[src/rtl/riscvga_pkg.sv]
// Shared types for the data-memory controller: access size encoding and FSM states.
package riscvga_pkg;

  typedef enum logic [1:0] {
    SZ_BYTE = 2'd0,
    SZ_HALF = 2'd1,
    SZ_WORD = 2'd2
  } size_e;

  typedef enum logic [1:0] {
    ST_IDLE = 2'd0,
    ST_REQ  = 2'd1,
    ST_RESP = 2'd2
  } state_e;

  // Encoding 3 is not a real size; fold it onto word.
  function automatic size_e norm_size(input logic [1:0] s);
    return (s == 2'd3) ? SZ_WORD : size_e'(s);
  endfunction

endpackage

[src/rtl/mem_align.sv]
// Load lane selection and sign/zero extension, purely combinational.
module mem_align
  import riscvga_pkg::*;
(
  input  logic [31:0] data_i,
  input  logic [1:0]  off_i,
  input  logic [1:0]  size_i,
  input  logic        unsigned_i,
  output logic [31:0] data_o
);

  logic [7:0]  byte_sel;
  logic [15:0] half_sel;

  always_comb begin
    byte_sel = data_i[8*off_i +: 8];
    half_sel = off_i[1] ? data_i[31:16] : data_i[15:0];
    data_o   = data_i;
    case (size_e'(size_i))
      SZ_BYTE: data_o = {{24{byte_sel[7] & ~unsigned_i}}, byte_sel};
      SZ_HALF: data_o = {{16{half_sel[15] & ~unsigned_i}}, half_sel};
      default: data_o = data_i;
    endcase
  end

endmodule

[src/rtl/mem_ctl.sv]
// Load/store unit front end: one outstanding data-memory request, REQ/RESP handshake.
// Define MEM_CTL_MISALIGN_EN to trap misaligned half/word accesses via misalign_o.
module mem_ctl
  import riscvga_pkg::*;
#(
  parameter int ADDR_W = 32,
  parameter int DATA_W = 32
) (
  input  logic              clk_i,
  input  logic              rst_n_i,
  input  logic              ex_v_i,
  input  logic              ld_v_i,
  input  logic              st_v_i,
  input  logic [1:0]        size_i,
  input  logic              unsigned_i,
  input  logic [ADDR_W-1:0] addr_i,
  input  logic [DATA_W-1:0] wdata_i,
  output logic              dmem_req_v_o,
  output logic              dmem_req_we_o,
  output logic [ADDR_W-1:0] dmem_req_addr_o,
  output logic [DATA_W-1:0] dmem_req_wdata_o,
  output logic [3:0]        dmem_req_be_o,
  input  logic              dmem_req_ready_i,
  input  logic              dmem_resp_v_i,
  input  logic [DATA_W-1:0] dmem_resp_data_i,
`ifdef MEM_CTL_MISALIGN_EN
  output logic              misalign_o,
`endif
  output logic              stall_v_o,
  output logic              ld_data_v_o,
  output logic [DATA_W-1:0] ld_data_o
);

  state_e            state_q;
  logic              we_q;
  size_e             size_q;
  logic              uns_q;
  logic [ADDR_W-1:0] addr_q;
  logic [DATA_W-1:0] data_q;

  size_e size_in;
  logic  op_v;
  logic  mis;
  logic  accept;

  assign size_in = norm_size(size_i);
  assign op_v    = ex_v_i & (ld_v_i | st_v_i);
`ifdef MEM_CTL_MISALIGN_EN
  assign mis = op_v & (((size_in == SZ_HALF) & addr_i[0]) |
                       ((size_in == SZ_WORD) & (addr_i[1:0] != 2'b00)));
  logic misalign_q;
  assign misalign_o = misalign_q;
`else
  assign mis = 1'b0;
`endif
  assign accept = op_v & ~mis;

  always_ff @(posedge clk_i or negedge rst_n_i) begin
    if (!rst_n_i) begin
      state_q <= ST_IDLE;
      we_q    <= 1'b0;
      size_q  <= SZ_BYTE;
      uns_q   <= 1'b0;
      addr_q  <= '0;
      data_q  <= '0;
`ifdef MEM_CTL_MISALIGN_EN
      misalign_q <= 1'b0;
`endif
    end else begin
`ifdef MEM_CTL_MISALIGN_EN
      misalign_q <= (state_q == ST_IDLE) & mis;
`endif
      case (state_q)
        ST_IDLE: begin
          if (accept) begin
            we_q    <= ~ld_v_i;
            size_q  <= size_in;
            uns_q   <= unsigned_i;
            addr_q  <= addr_i;
            data_q  <= wdata_i;
            state_q <= ST_REQ;
          end
        end
        ST_REQ: begin
          if (dmem_req_ready_i) state_q <= we_q ? ST_IDLE : ST_RESP;
        end
        ST_RESP: begin
          if (dmem_resp_v_i) state_q <= ST_IDLE;
        end
        default: state_q <= ST_IDLE;
      endcase
    end
  end

  // Request fields come only from captured registers so they hold while ready is low.
  always_comb begin
    dmem_req_v_o    = (state_q == ST_REQ);
    dmem_req_we_o   = we_q;
    dmem_req_addr_o = {addr_q[ADDR_W-1:2], 2'b00};
    case (size_q)
      SZ_BYTE: begin
        dmem_req_be_o    = 4'b0001 << addr_q[1:0];
        dmem_req_wdata_o = {4{data_q[7:0]}};
      end
      SZ_HALF: begin
        dmem_req_be_o    = addr_q[1] ? 4'b1100 : 4'b0011;
        dmem_req_wdata_o = {2{data_q[15:0]}};
      end
      default: begin
        dmem_req_be_o    = 4'hF;
        dmem_req_wdata_o = data_q;
      end
    endcase
  end

  assign stall_v_o = rst_n_i &
                     (((state_q == ST_IDLE) & accept) |
                      ((state_q == ST_REQ)  & ~(we_q & dmem_req_ready_i)) |
                      ((state_q == ST_RESP) & ~dmem_resp_v_i));

  assign ld_data_v_o = (state_q == ST_RESP) & dmem_resp_v_i;

  mem_align u_align (
    .data_i     (dmem_resp_data_i),
    .off_i      (addr_q[1:0]),
    .size_i     (size_q),
    .unsigned_i (uns_q),
    .data_o     (ld_data_o)
  );

endmodule

[config.mk]
export PLATFORM = sky130hd
export DESIGN_NAME = mem_ctl
export DESIGN_NICKNAME = d
export VERILOG_FILES = /design/src/rtl/riscvga_pkg.sv /design/src/rtl/mem_align.sv /design/src/rtl/mem_ctl.sv
export SDC_FILE = /design/constraint.sdc
export NUM_CORES = 1
export LEC_CHECK = 0
export CAP_MARGIN = 20
export CELL_PAD_IN_SITES_DETAIL_PLACEMENT = 1
export CELL_PAD_IN_SITES_GLOBAL_PLACEMENT = 2
export CORE_MARGIN = 2
export CORE_UTILIZATION = 25
export DETAILED_ROUTE_END_ITERATION = 6
export HOLD_SLACK_MARGIN = 0.1
export PLACE_DENSITY = 0.93
export SYNTH_ARGS = -nofsm -noshare
export SYNTH_HDL_FRONTEND = slang
export SYNTH_HIERARCHICAL = 1
export SYNTH_SLANG_ARGS = --single-unit
[constraint.sdc]
create_clock -name clk_i -period 5.3 [get_ports clk_i]
set_input_delay 1.59 -clock clk_i [delete_from_list [all_inputs] [get_ports clk_i]]
set_output_delay 1.59 -clock clk_i [all_outputs]
set_load 0.02 [all_outputs]
==> flow_summary.yaml <==
outcome:
  status: "completed"
yosys:
  synthArstFlopShare_pct: 100.0
  yosys.area.top_type: "dfrtp_1"
  synth.distinct_cells: 36
  syn-mean-instance-area_um2: 11.02
  ys_top_cells_by_area: "dfrtp_1, mux2_2, buf_4"
  yosys_warnings: 6
  synth_flop_cell: "dfrtp_1"
  netlist_instances: 377
  netlist_area_um2: 4153
  synth_most_common_cell: "dfrtp_1"
  yosysSeqAreaShare_pct: 42.18
  synth_common_cells: "dfrtp_1, nand2_1, mux2_2"
  ys_ff_latch: 70
  synth_top_area_share_pct: 42.18
  synth-edff-count: 0
grt:
  antenna_found_initial: 0
  grt_pass1_wl_um: 21200
  grt_max_degree: 71
  grtUsageTotal_pct: 15.38
  grt_pass1_vias: 3802
  gr-total-overflow: 0
worst_setup_path:
  rr_startpoint: "state_q[0]"
  crit_path_end_kind: "output pin"
  required_ns: 3.71
  path_common_cell: "clkdlybuf4s50_1"
  slowest_stage: "clkdlybuf4s50_1"
  cp_max_fo: 16
  path_cells: "clkdlybuf4s50_1 > nand2b_1 > a311oi_1 > nand2_2 > nand2_1 > clkdlybuf4s50_1"
  slowest_delay_ns: 0.63
  critical_path_class: "input pin to output pin"
  critPathLaunchType: "input pin"
  cp.arrival_ns: 3.62
  startpoint: "dmem_resp_data_i[15]"
min_path:
  min_from: "data_q[16]"
  hold_path.class: "flip-flop to flip-flop"
power_and_ir_drop:
  seqPwrFrac_pct: 22.3
  power.internal_w: 0.002708
  power_switching_w: 0.001920
  p_sw_share_pct: 41.49
  p_leak_nw: 2.691
  vdd_drop_max_mv: 0.3090
  p_per_area_nw_per_um2: 721.2
  clock_power_share_pct: 13.2
  p_comb_share_pct: 64.4
floorplanning:
  rows: 47
  core_area_um2: 16410
  die_area_um2: 17660
  io_pins: 210
  floorplan.initialDensity_pct: 25.31
  die_width_um: 132.9
  die_h_um: 132.9
sta:
  fin_setup_tns_ns: 0
  rsz0062_at_grt: "false"
  worst_pin_slew_ns: 0.9260
  fin_skew_ns: 0.005323
  min_period_ns: 5.215
  drv_slew: 0
  relSlewSlack_pct: 38.26
  setup_viol: 0
  hold_violations: 0
  fin_crit_sh_pct: 98.39
  fmax_mhz: 191.8
route:
  wl_met3_um: 1262
  top_layer_used: "met4"
  first_pass_iters: 4
  vias_per_cell: 4.559
  drt_iter0_drc: 61
  wl_met2_um: 6641
  routed_wirelength_um: 13440
  wl_met1_um: 5334
  ant_nets: 0
  drc: 0
  wire_per_inst_um: 17.55
  route.vias.total: 3492
placed_design:
  port_buffers: 207
  place.gp.congestion: 0.9131
  hpwl_um: 10200
  dp.cells: 749
cts:
  insertion_delay_ns: 0.33
  cts_sinks: 70
  cts_buffers: 9
  cts-htree-levels: 3
  cts_hold_buf: 0
  cts_tree: "done"
  cts_resized: 0
  clkTransAtPathRegs_ns: 0.05
  cts_root_buf: "clkbuf_16"
  cts_buffer_depth: 2
  cts_setup_buffers: 0
cells_and_area:
  regArea_um2: 1753
  multi_input_area_um2: 1933
  insertedDiodeCount: 0
  drive_gt1_share_pct: 20.51
  finalNetCount: 647
  area_growth_pct: 54.53
  stdcell_count: 766
  nFillCells: 1784
flow_run:
  max-cap-violations: 0
[registers in the layout (all words and copies together) (netlist names)]
signal	cells
size_q	2
data_q	32
uns_q	1
dmem_req_we_o	1
addr_q	32
state_q	2
[per-stage QoR]
step                cell area (um2)  total power (W)  setup WS, ns  hold slack [ns]  util, %
floorplan                      4156         0.002913         1.199           0.4762        -
global placement               6095         0.003967        0.1339           0.4895    37.15
detailed placement             6095         0.004040       0.08583           0.4941    37.15
CTS                            6397         0.004684       0.07321           0.5081    38.99
global route                   6417         0.004893      0.005860           0.5214    39.11
finish                         6417         0.004628       0.08530           0.5054    39.11
[final timing paths]
kind,to,cells after the start,slack [ns]
min in group asynchronous,dmem_req_we_o,2,1.49
max in group asynchronous,size_q[1],2,3.16
worst max-delay path,ld_data_o[27],6,0.09
worst min register to register,data_q[16],1,0.51
worst min-delay path,data_q[16],1,0.51
worst max register to register,data_q[10],4,3.29
[layer usage]
metal	up-vias	track usage, %
li1	1595	-
met1	1712	17.82
met2	169	26.57
met3	16	5.441
met4	0	4.839
met5	-	0
[kinds of logic after synthesis]
kind of cell,after synthesis,synth area share (%)
AOI/OAI and AO/OA,50,8.768
buffers and inverters,67,11.54
DFF,70,42.18
muxes,95,27.24
other,1,0.09030
and+or+nand+nor,94,10.18
[cell usage in the layout (no fill, tap or decap), types with 2 or more instances in the layout]
| cell | netlist | routed |
|---|---|---|
| a22oi_1 | 5 | 5 |
| mux2_2 | 64 | 64 |
| nand2_1 | 65 | 65 |
| buf_4 | 47 | 7 |
| nor2b_1 | 7 | 7 |
| a21oi_1 | 4 | 4 |
| mux2_4 | 20 | 20 |
| o21bai_1 | 3 | 3 |
| nand2b_1 | 7 | 7 |
| clkbuf_8 | 0 | 2 |
| o21ai_1 | 3 | 3 |
| mux2i_1 | 11 | 11 |
| a2bb2oi_1 | 3 | 3 |
| clkdlybuf4s50_1 | 0 | 206 |
| clkbuf_1 | 5 | 2 |
| o21ai_0 | 10 | 10 |
| inv_1 | 5 | 5 |
| conb_1 | 1 | 2 |
| nor2_1 | 9 | 9 |
| clkbuf_16 | 0 | 9 |
| dfrtp_1 | 70 | 69 |
| o22a_1 | 3 | 3 |
| a221o_1 | 8 | 8 |
| a21o_1 | 5 | 5 |
[layout make-up]
type                            count  area share, %
Sequential cell                    70          27.32
Clock buffer                       13          4.055
Timing Repair Buffer              214          33.26
Inverter                            5         0.2925
Clock inverter                      3         0.6629
Multi-Input combinational cell    241          30.12
Tap cell                          220          4.289
[critical path: cells and delay by family]
family | cells | cell delay [ns]
compound gates | 1 | 0.34
buf+inv | 2 | 1.16
simple gates | 3 | 0.52
[power by group through the flow]
stage | logic [W] | clock network [W] | registers [W]
finish | 0.00298 | 0.000613 | 0.00103
detailed placement | 0.00299 | 0 | 0.00105
floorplan | 0.00195 | 0 | 0.000965
global route | 0.00316 | 0.000657 | 0.00108
CTS | 0.00301 | 0.000635 | 0.00104
global placement | 0.00295 | 0 | 0.00102
(Power assumes the default switching activity.)
